`src/rtl/memory_write_arbiter.sv`:
```
// Round-robin arbiter sharing one memory write port among NREQ channels,
// each buffered by a small FIFO, with memory back-pressure support.
module memory_write_arbiter #(
  parameter int NREQ  = 4,
  parameter int DEPTH = 2,
  parameter int AW    = 5,
  parameter int DW    = 12
) (
  input  logic                     clk,
  input  logic                     rst_n,
  input  logic [NREQ-1:0]          req_we,
  input  logic [NREQ*AW-1:0]       req_addr,
  input  logic [NREQ*DW-1:0]       req_code,
  output logic [NREQ-1:0]          req_full,
  output logic [NREQ-1:0]          ovf,
  input  logic                     clr_ovf,
  input  logic                     mem_busy,
  output logic                     mem_we,
  output logic [AW-1:0]            mem_addr,
  output logic [DW-1:0]            mem_data,
  output logic [$clog2(NREQ)-1:0]  mem_src
);

  localparam int SW = $clog2(NREQ);
  localparam int IW = $clog2(DEPTH);
  localparam int PW = IW + 1;

  typedef enum logic [1:0] {IDLE, WRITE, HOLD} state_t;

  state_t         state;
  logic [AW-1:0]  fa [NREQ][DEPTH];
  logic [DW-1:0]  fd [NREQ][DEPTH];
  logic [PW-1:0]  wptr [NREQ];
  logic [PW-1:0]  rptr [NREQ];
  logic [SW-1:0]  ptr;
  logic [SW-1:0]  gnt;
  logic [SW-1:0]  nxt;
  logic           gnt_ok;
  logic           adv;
  logic           load;
  int             idx;
  logic [NREQ-1:0] nonempty;
  logic [NREQ-1:0] push;
  logic [NREQ-1:0] drop;
  logic [NREQ-1:0] pop;
  logic [NREQ-1:0] full_d;

  always_comb begin
    nonempty = '0;
    push     = '0;
    drop     = '0;
    pop      = '0;
    full_d   = '0;
    gnt      = '0;
    gnt_ok   = 1'b0;
    idx      = 0;
    for (int i = 0; i < NREQ; i++) begin
      nonempty[i] = wptr[i] != rptr[i];
      push[i]     = req_we[i] & ~req_full[i];
      drop[i]     = req_we[i] & req_full[i];
    end
    // first non-empty FIFO at or after ptr, wrapping
    for (int k = 0; k < NREQ; k++) begin
      idx = int'(ptr) + k;
      if (idx >= NREQ) idx = idx - NREQ;
      if (!gnt_ok && nonempty[idx]) begin
        gnt_ok = 1'b1;
        gnt    = SW'(idx);
      end
    end
    nxt  = (gnt == SW'(NREQ - 1)) ? '0 : gnt + SW'(1);
    adv  = (state == IDLE) | ~mem_busy;
    load = adv & gnt_ok;
    if (load) pop[gnt] = 1'b1;
    for (int i = 0; i < NREQ; i++) begin
      full_d[i] = (wptr[i] + PW'(push[i]) - rptr[i] - PW'(pop[i]))
                  == PW'(DEPTH);
    end
  end

  always_ff @(posedge clk or negedge rst_n) begin
    if (!rst_n) begin
      state    <= IDLE;
      ptr      <= '0;
      mem_we   <= 1'b0;
      mem_addr <= '0;
      mem_data <= '0;
      mem_src  <= '0;
      req_full <= '0;
      ovf      <= '0;
      for (int i = 0; i < NREQ; i++) begin
        wptr[i] <= '0;
        rptr[i] <= '0;
        for (int d = 0; d < DEPTH; d++) begin
          fa[i][d] <= '0;
          fd[i][d] <= '0;
        end
      end
    end else begin
      for (int i = 0; i < NREQ; i++) begin
        if (push[i]) begin
          fa[i][wptr[i][IW-1:0]] <= req_addr[i*AW +: AW];
          fd[i][wptr[i][IW-1:0]] <= req_code[i*DW +: DW];
          wptr[i] <= wptr[i] + PW'(1);
        end
        if (pop[i]) rptr[i] <= rptr[i] + PW'(1);
        if (drop[i]) ovf[i] <= 1'b1;
        else if (clr_ovf) ovf[i] <= 1'b0;
      end
      req_full <= full_d;
      if (load) begin
        mem_addr <= fa[gnt][rptr[gnt][IW-1:0]];
        mem_data <= fd[gnt][rptr[gnt][IW-1:0]];
        mem_src  <= gnt;
        ptr      <= nxt;
      end
      unique case (state)
        IDLE: begin
          if (gnt_ok) begin
            state  <= WRITE;
            mem_we <= 1'b1;
          end
        end
        WRITE, HOLD: begin
          if (mem_busy) begin
            state <= HOLD;
          end else if (gnt_ok) begin
            state <= WRITE;
          end else begin
            state  <= IDLE;
            mem_we <= 1'b0;
          end
        end
        default: begin
          state  <= IDLE;
          mem_we <= 1'b0;
        end
      endcase
    end
  end

endmodule

```
`config.mk`:
```
export PLATFORM = sky130hd
export DESIGN_NAME = memory_write_arbiter
export DESIGN_NICKNAME = d
export VERILOG_FILES = /design/src/rtl/memory_write_arbiter.sv
export SDC_FILE = /design/constraint.sdc
export NUM_CORES = 1
export LEC_CHECK = 0
export BUFFER_PORTS_ARGS = -buffer_cell sky130_fd_sc_hd__buf_2
export CAP_MARGIN = 25
export CORE_MARGIN = 10
export CORE_UTILIZATION = 46
export CTS_CLUSTER_DIAMETER = 120
export DETAILED_ROUTE_END_ITERATION = 8
export PLACE_DENSITY = 0.68
export REMOVE_ABC_BUFFERS = 1
export SETUP_SLACK_MARGIN = 0.02
export SKIP_CTS_REPAIR_TIMING = 1
export SLEW_MARGIN = 0
export SYNTH_ARGS = -nofsm -noshare
export SYNTH_HDL_FRONTEND = slang
export SYNTH_SLANG_ARGS = --single-unit
```
`constraint.sdc`:
```
create_clock -name clk -period 3.1 [get_ports clk]
set_input_delay 0.775 -clock clk [delete_from_list [all_inputs] [get_ports clk]]
set_output_delay 0.775 -clock clk [all_outputs]
set_load 0.05 [all_outputs]
```
# Word-level counts from Yosys, hierarchy flattened
# Cells that the tools add are included.
# word_totals
output_inout_bits	28
romBits	0
wordCells	216
latch_bits	0
regBits	184
memories	0
ram_bits	0
input_bits	76
# op_classes
bitwise_logic	21
n_addsub	28
mul	0
n_eq_ne	14
magnitude_cmp	20
n_mux	80
div	0
reduce_logical	18
shifts	0
# op_table
cell	count
32-bit by 4-bit < comparator with 1-bit output, second input constant	4
32-bit two-way mux	4
24-bit bitwise mux	4
12-bit two-way mux	7
24-bit binary-select mux with 2-bit select	1
12-bit demux with 1-bit select	4
24-bit two-way mux	2
10-bit bitwise mux	4
5-bit two-way mux	7
1-bit two-way mux	24
10-bit binary-select mux with 2-bit select	1
5-bit demux with 1-bit select	4
10-bit two-way mux	2
2-bit by 1-bit adder with 2-bit output, second input constant	9
2-bit two-way mux	7
2-bit equality test, second input constant	6
3-bit greater-or-equal comparator, second input constant	4
3-bit by 3-bit subtractor with 4-bit output, second input constant	3
2-bit greater-or-equal comparator, second input constant	5
1-bit NOT with 2-bit output	5
1-bit AND	9
2-bit by 1-bit adder with 2-bit output	4
1-bit binary-select mux with 2-bit select	4
1-bit logical AND	8
25 further kinds	49

# Logic depth before layout (Yosys ltp)
# Gate-level depths: netlist of run 1.
# depth
ltp_word	23
ltp_mapped	16
ltp_nobuf	13

# Worst setup path after synthesis of run 1
# OpenSTA, ideal clock, no wires.
# synth_path
kind	reg2reg
start	reg rptr[6] (netlist name)
end	reg req_full[3]
setup_time_ns	0.119
t_required_ns	2.981
period_less_slack_ns	3.197
slack_ns	-0.097
t_arrival_ns	3.078
path_buffers	3
path_stages_with_launch	16
cell_sequence	dfrtp_1 buf_6 xnor2_2 a21bo_1 a311o_1 and2_4 buf_6 buf_6 ha_1 and2_1 fa_1 inv_1 ha_1 xnor2_1 xnor2_1 nor2_1
# synth_between
elab_chain_len	21
elab_cells_between_ends	36
classes_between	add/sub: 1; order compare: 2; eq/ne: 2; mux: 23; bitwise: 1; reduce/logical: 7
# synth_lines
element	line_no	source
start: declaration	34	logic [PW-1:0] rptr [NREQ];
start signal: indexed assignment	106	if (pop[i]) rptr[i] <= rptr[i] + PW'(1);
2-bit inequality test *	58	nonempty[i] = wptr[i] != rptr[i];
1-bit binary-select mux with 2-bit select	66	if (!gnt_ok && nonempty[idx]) begin
1-bit two-way mux (not written as such) (2 in series)	66	
1-bit two-way mux	66	
1-bit zero test	66	
1-bit logical AND	66	
1-bit two-way mux	66	
1-bit zero test	66	
[5 not listed]	n/a	
via gnt[1]	36	logic [SW-1:0] gnt;
[1 not listed]	n/a	
1-bit logical AND (not written as such)	74	if (load) pop[gnt] = 1'b1;
1-bit two-way mux (not written as such)	74	
1-bit demux with 2-bit select *	74	
4-bit two-way mux *	74	
via pop[3]	45	logic [NREQ-1:0] pop;
2-bit by 1-bit subtractor with 2-bit output *	76	full_d[i] = (wptr[i] + PW'(push[i]) - rptr[i] - PW'(pop[i]))
2-bit equality test *	77	== PW'(DEPTH);
via full_d[3]	46	logic [NREQ-1:0] full_d;
end signal: assignment	110	req_full <= full_d;
end: declaration	14	output logic [NREQ-1:0] req_full,
# The timed path passes the listed nets; every way through them passes the cells marked *. The select of a mux whose other input is x is not followed.
# A chain may end at the register's enable or synchronous reset.

# Worst setup path in the final report of run 1
# layout_path
start	reg wptr[2] (netlist name)
end	reg req_full[2]
# layout_between
elab_chain_len	21
elab_cells_between_ends	38
classes_between	add/sub: 3; order compare: 2; eq/ne: 2; mux: 23; bitwise: 1; reduce/logical: 7
# layout_lines
element	line_no	source
start: declaration	33	logic [PW-1:0] wptr [NREQ];
start signal: indexed assignment	104	wptr[i] <= wptr[i] + PW'(1);
2-bit inequality test *	58	
1-bit binary-select mux with 2-bit select	66	
1-bit two-way mux (not written as such) (2 in series)	66	
1-bit two-way mux	66	
1-bit zero test	66	
1-bit logical AND	66	
1-bit two-way mux	66	
1-bit zero test	66	
[6 not listed]	n/a	
1-bit logical AND (not written as such)	74	
1-bit two-way mux (not written as such)	74	
1-bit demux with 2-bit select	74	
4-bit two-way mux *	74	
via pop[2]	45	
2-bit by 1-bit subtractor with 2-bit output *	76	
2-bit equality test *	77	
via full_d[2]	46	
# Marks and branches as above.

==> results of run 1 <==
## area by class of cell
| cell class | count | area (µm²) | share of cell area (%) |
|---|---|---|---|
| sequential | 184 | 4604 | 44.76 |
| timing repair buffer | 146 | 869.6 | 8.454 |
| multi-input combinational | 388 | 3874 | 37.66 |
| tap | 234 | 292.8 | 2.846 |
| clock inverter | 15 | 136.4 | 1.326 |
| inverter | 19 | 83.83 | 0.8150 |
| clock buffer | 17 | 425.4 | 4.136 |
## flip-flops by register name, indices dropped and copies added, names as in the netlist, 4 cells and up
name,count
mem_data,12
rptr,8
ovf,4
fd,96
fa,40
mem_addr,5
wptr,8
req_full,4
## final timing paths
check                        start     endpoint  cells past startpoint
hold reg to reg             mem_we       mem_we                      1
setup reg to reg           wptr[2]  req_full[2]                     13
hold / removal               rst_n       ovf[2]                      1
min in group clk            mem_we       mem_we                      1
max in group asynchronous    rst_n      wptr[5]                      2
setup / recovery           wptr[2]  req_full[2]                     13
## stage by stage
step                      utilization (%)  hold WS, ns   TNS (ns)
final                               55.36       0.3300          0
after global routing                55.36       0.3724  -0.005987
after CTS                           54.34       0.3438   -0.08199
after detailed placement            51.31       0.4768   -0.04235
after global placement              51.31       0.4653          0
after floorplan                         -       0.4658     -9.295
## layout by cell type (no fill, tap or decap), drive strengths merged, types with 4 or more instances in the layout
cell type    n
clkbuf      17
nand2       16
xnor2       27
clkinvlp     5
o21ai        5
mux2i       69
dfrtp      184
fa           4
a21oi        4
nor2b       22
ha          10
a221oi      17
mux2       136
nand3        4
inv         27
nor2         8
a2111oi     18
xor2         6
buf        146
a221o       17
and2        10
## cell families after synthesis
group,Yosys count,synth area share (%)
flops,184,53.40
buf+inv,54,3.105
simple gates,65,4.222
compound gates,71,7.603
xor+xnor,33,3.526
mux,205,25.77
fa+ha+maj,14,2.380
## routing by layer
metal / wire (µm) / vias up / track usage [%] / part of all wire [%]
met5: 0 / - / 0 / 0
met4: 223 / 0 / 4.315 / 1.1
met3: 968 / 20 / 4.558 / 4.7
met2: 10350 / 116 / 28.77 / 50
met1: 9123 / 2876 / 21.87 / 44
li1: - / 2536 / - / -
==> flow_metrics.env, run 1 <==
export IMPL_grt_overflow=0
export IMPL_cp_slowest_stage_delay_ns=0.47
export IMPL_ys_top_cells_by_count="dfrtp_1 (184), mux2_2 (136), mux2i_1 (69), xnor2_1 (25), nor2b_1 (22)"
export IMPL_hp_class="in2async"
export IMPL_nets=846
export IMPL_io_pins=104
export IMPL_critPathKind="reg2reg"
export IMPL_relSlewSlack_pct=38.64
export IMPL_cp_end_kind="flip-flop"
export IMPL_synth_warnings=0
export IMPL_row_count=50
export IMPL_fmaxAchievable_mhz=336.8
export IMPL_grt_pass1_wl_um=33070
export IMPL_place_congestion=0.8695
export IMPL_cts_root_buf="clkbuf_16"
export IMPL_die_height_um=156.9
export IMPL_crit_buf_inv=2
export IMPL_fill_cells=1503
export IMPL_ff2ff_setup_slack_ns=0.13
export IMPL_ys_top_cells_by_area="dfrtp_1 (53%), mux2_2 (18%), mux2i_1 (8.0%)"
export IMPL_clock_latency_ns=0.43
export IMPL_synthCells=626
export IMPL_dr_pass1_iters=4
export IMPL_period_share_pct=95.78
export IMPL_arrival_ns=3.29
export IMPL_yosysTopAreaCell="dfrtp_1"
export IMPL_clk_path_buf_depth=2
export IMPL_crit_family="adder cells"
export IMPL_path_cells="xnor2_2, buf_4, a21oi_1, a311o_1, and2_4, ha_2, and2_4, fa_1, inv_1, ha_1, xnor2_1, xnor2_1, nor2_1"
export IMPL_synth_async_reset_ratio_pct=100.0
export IMPL_cp_slowest_cell="fa_1"
export IMPL_drive_gt1_share_pct=45.51
export IMPL_start_kind="flip-flop"
export IMPL_grt_pass1_vias=6171
export IMPL_grtUsageTotal_pct=17.27
export IMPL_port_buffers=103
export IMPL_status="finished, final reports clean"
export IMPL_grt_max_degree=67
export IMPL_antenna_found_initial=0
export IMPL_fin_skew_ns=0.01158
export IMPL_start_util_pct=46.41
export IMPL_pre_cts_slack_ns=-0.02933
export IMPL_die_area_mm2=0.02462
export IMPL_vias=5548
export IMPL_core_mm2=0.01858
export IMPL_synth_top_cell_area_share_pct=53.40
export IMPL_avgRoutedWirePerCell_um=20.60
export IMPL_antennaDiodeCount=0
export IMPL_place_area_mm2=0.009534
export IMPL_worst_slack_ns=0.1309
export IMPL_vias_per_cell=5.531
export IMPL_cts_made_buffers=17
export IMPL_htreeDepth=4
export IMPL_drt_total_wl_um=20670
export IMPL_synth_seq_area_share_pct=53.40
export IMPL_drt_initial_drc_count=275
export IMPL_synth_ff_type="dfrtp_1"
export IMPL_slew_viol_final=0
export IMPL_clk_pin_slew_ns=0.07
export IMPL_hpwl_um=14610
export IMPL_hold_viol_final=0
export IMPL_fin_cells=1003
export IMPL_cts_tree="done"
export IMPL_die_w_um=156.9
export IMPL_clock_sinks=184
export IMPL_dpl_cell_count=962
export IMPL_netlist_area_mm2=0.008623
export IMPL_rsz0062_at_grt="yes"
export IMPL_syn_to_final_growth_pct=19.28
export IMPL_crit_fanout=5
export IMPL_fin_area_mm2=0.01029
export IMPL_maxCapViolations=0
export IMPL_synth_cell_type_count=40
export IMPL_syn_avg_cell_area_um2=13.78
export IMPL_drc=0
export IMPL_setup_violations=0
export IMPL_period_needed_ns=2.969
export IMPL_synth_edf_count=0
export IMPL_ys_seq_elements=184
export IMPL_antenna_left=0
export IMPL_yosysMostFrequentCell="dfrtp_1"
export IMPL_worst_slew_pin_slew_ns=0.9195
export IMPL_crit_required_ns=3.42
Power of run 1 is left out: the tool's default activity adds up to more than one toggle a clock period on the data nets, which glitch-free logic cannot reach.
==> run 2, diff against run 1 <==
- CORE_UTILIZATION: 46 -> 52
- PLACE_DENSITY: 0.68 -> 0.75
==> flow_metrics.env, run 2 (synthesis results as in run 1) <==
export IMPL_slew_viol_final=0
export IMPL_grt_overflow=0
export IMPL_place_congestion=0.8929
export IMPL_crit_required_ns=3.42
export IMPL_critPathKind="reg2reg"
export IMPL_antenna_found_initial=0
export IMPL_fmaxAchievable_mhz=331.9
export IMPL_dr_pass1_iters=5
export IMPL_top_register="fd"
export IMPL_avgRoutedWirePerCell_um=20.43
export IMPL_start_util_pct=52.56
export IMPL_status="finished, final reports clean"
export IMPL_start_kind="flip-flop"
export IMPL_drive_gt1_share_pct=43.99
export IMPL_place_area_mm2=0.009494
export IMPL_vias=5533
export IMPL_fin_area_mm2=0.01029
export IMPL_clock_latency_ns=0.43
export IMPL_clk_pin_slew_ns=0.06
export IMPL_grt_max_degree=60
export IMPL_htreeDepth=4
export IMPL_hold_viol_final=0
export IMPL_mostFrequentLayoutCells="dfrtp_1 (184), mux2_2 (136), buf_2 (102), mux2i_1 (69), buf_4 (38)"
export IMPL_row_count=47
export IMPL_grt_pass1_wl_um=32320
export IMPL_drc=0
export IMPL_worst_slew_pin_slew_ns=0.9335
export IMPL_clock_sinks=184
export IMPL_setup_violations=0
export IMPL_period_share_pct=97.19
export IMPL_die_w_um=148.8
export IMPL_largest_reg_flops=96
export IMPL_syn_to_final_growth_pct=19.33
export IMPL_hpwl_um=14260
export IMPL_grt_pass1_vias=6065
export IMPL_io_pins=104
export IMPL_cts_tree="done"
export IMPL_drt_initial_drc_count=470
export IMPL_nets=843
export IMPL_relSlewSlack_pct=36.16
export IMPL_port_buffers=103
export IMPL_crit_fanout=5
export IMPL_die_area_mm2=0.02213
export IMPL_drt_total_wl_um=20140
export IMPL_cp_end_kind="flip-flop"
export IMPL_top_regs="fd (96), fa (40), mem_data (12)"
export IMPL_die_height_um=148.8
export IMPL_fin_skew_ns=0.005179
export IMPL_arrival_ns=3.33
export IMPL_rr_worst_depth=13
export IMPL_core_mm2=0.01641
export IMPL_antennaDiodeCount=0
export IMPL_maxCapViolations=0
export IMPL_antenna_left=0
export IMPL_grtUsageTotal_pct=18.70
export IMPL_cts_root_buf="clkbuf_16"
export IMPL_clk_path_buf_depth=2
export IMPL_hp_class="in2async"
export IMPL_period_needed_ns=3.013
export IMPL_final_common_cell="dfrtp_1"
export IMPL_cts_made_buffers=17
export IMPL_vias_per_cell=5.612
## run 2: cell count changes in the layout (fill, tap and decap cells not counted), moves of 2 or more
cell / change
xnor2_1: +3
inv_8: -6
clkinvlp_4: -4
inv_6: -2
clkbuf_8: +4
buf_4: -3
and2_4: -2
bufinv_16: +5
xnor2_2: -3
ha_1: +2
clkbuf_1: +4
and2_1: +2
## run 2: layout make-up
type / count / area (µm²)
Clock inverter: 7 / 162.7
Inverter: 19 / 83.83
Sequential cell: 184 / 4604
Clock buffer: 25 / 495.5
Fill cell: 1224 / 6117
Multi-Input combinational cell: 388 / 3821
Tap cell: 220 / 275.3
Timing Repair Buffer: 143 / 847.1
## run 2: stage by stage
stage               util, %  TNS (ns)  worst slack, ns  instances  hold WS, ns
floorplan                 -    -9.295          -0.9491        591       0.4658
global placement      57.87         0          0.03603        945       0.4631
detailed placement    57.87   -0.2115          -0.1182        945       0.4673
CTS                   61.88   -0.2656          -0.1584        977       0.3301
global route          62.72   -0.1661         -0.08649        986       0.3366
finish                62.72         0          0.08707        986       0.3043
## run 2: final timing paths
check	startpoint	to	slack, ns
worst max-delay path	wptr[7]	req_full[3]	0.09
worst min-delay path	rst_n	fd[32]	0.30
worst max register to register	wptr[7]	req_full[3]	0.09
worst min register to register	mem_src[0]	mem_src[0]	0.49
max in group asynchronous	rst_n	fa[39]	1.90
min in group clk	mem_src[0]	mem_src[0]	0.49
## run 2: critical path, cell delays in order (launching register included)
cell and delay (ns):
dfrtp_1 0.42, xnor2_2 0.17, buf_4 0.16, a21bo_1 0.19, a311o_1 0.37, and2_4 0.20, ha_2 0.18, and2_4 0.14
fa_1 0.48, inv_1 0.04, ha_1 0.18, xnor2_1 0.17, xnor2_1 0.14, nor2_1 0.07
## run 2: per-layer routing
metal | routed length (µm) | up-vias | GRT usage (%)
met3 | 1173 | 34 | 5.613
li1 | - | 2527 | -
met4 | 478 | 0 | 6.673
met5 | 0 | - | 0
met1 | 8764 | 2823 | 23.91
met2 | 9728 | 149 | 29.60
Power of run 2 is left out for the same reason.
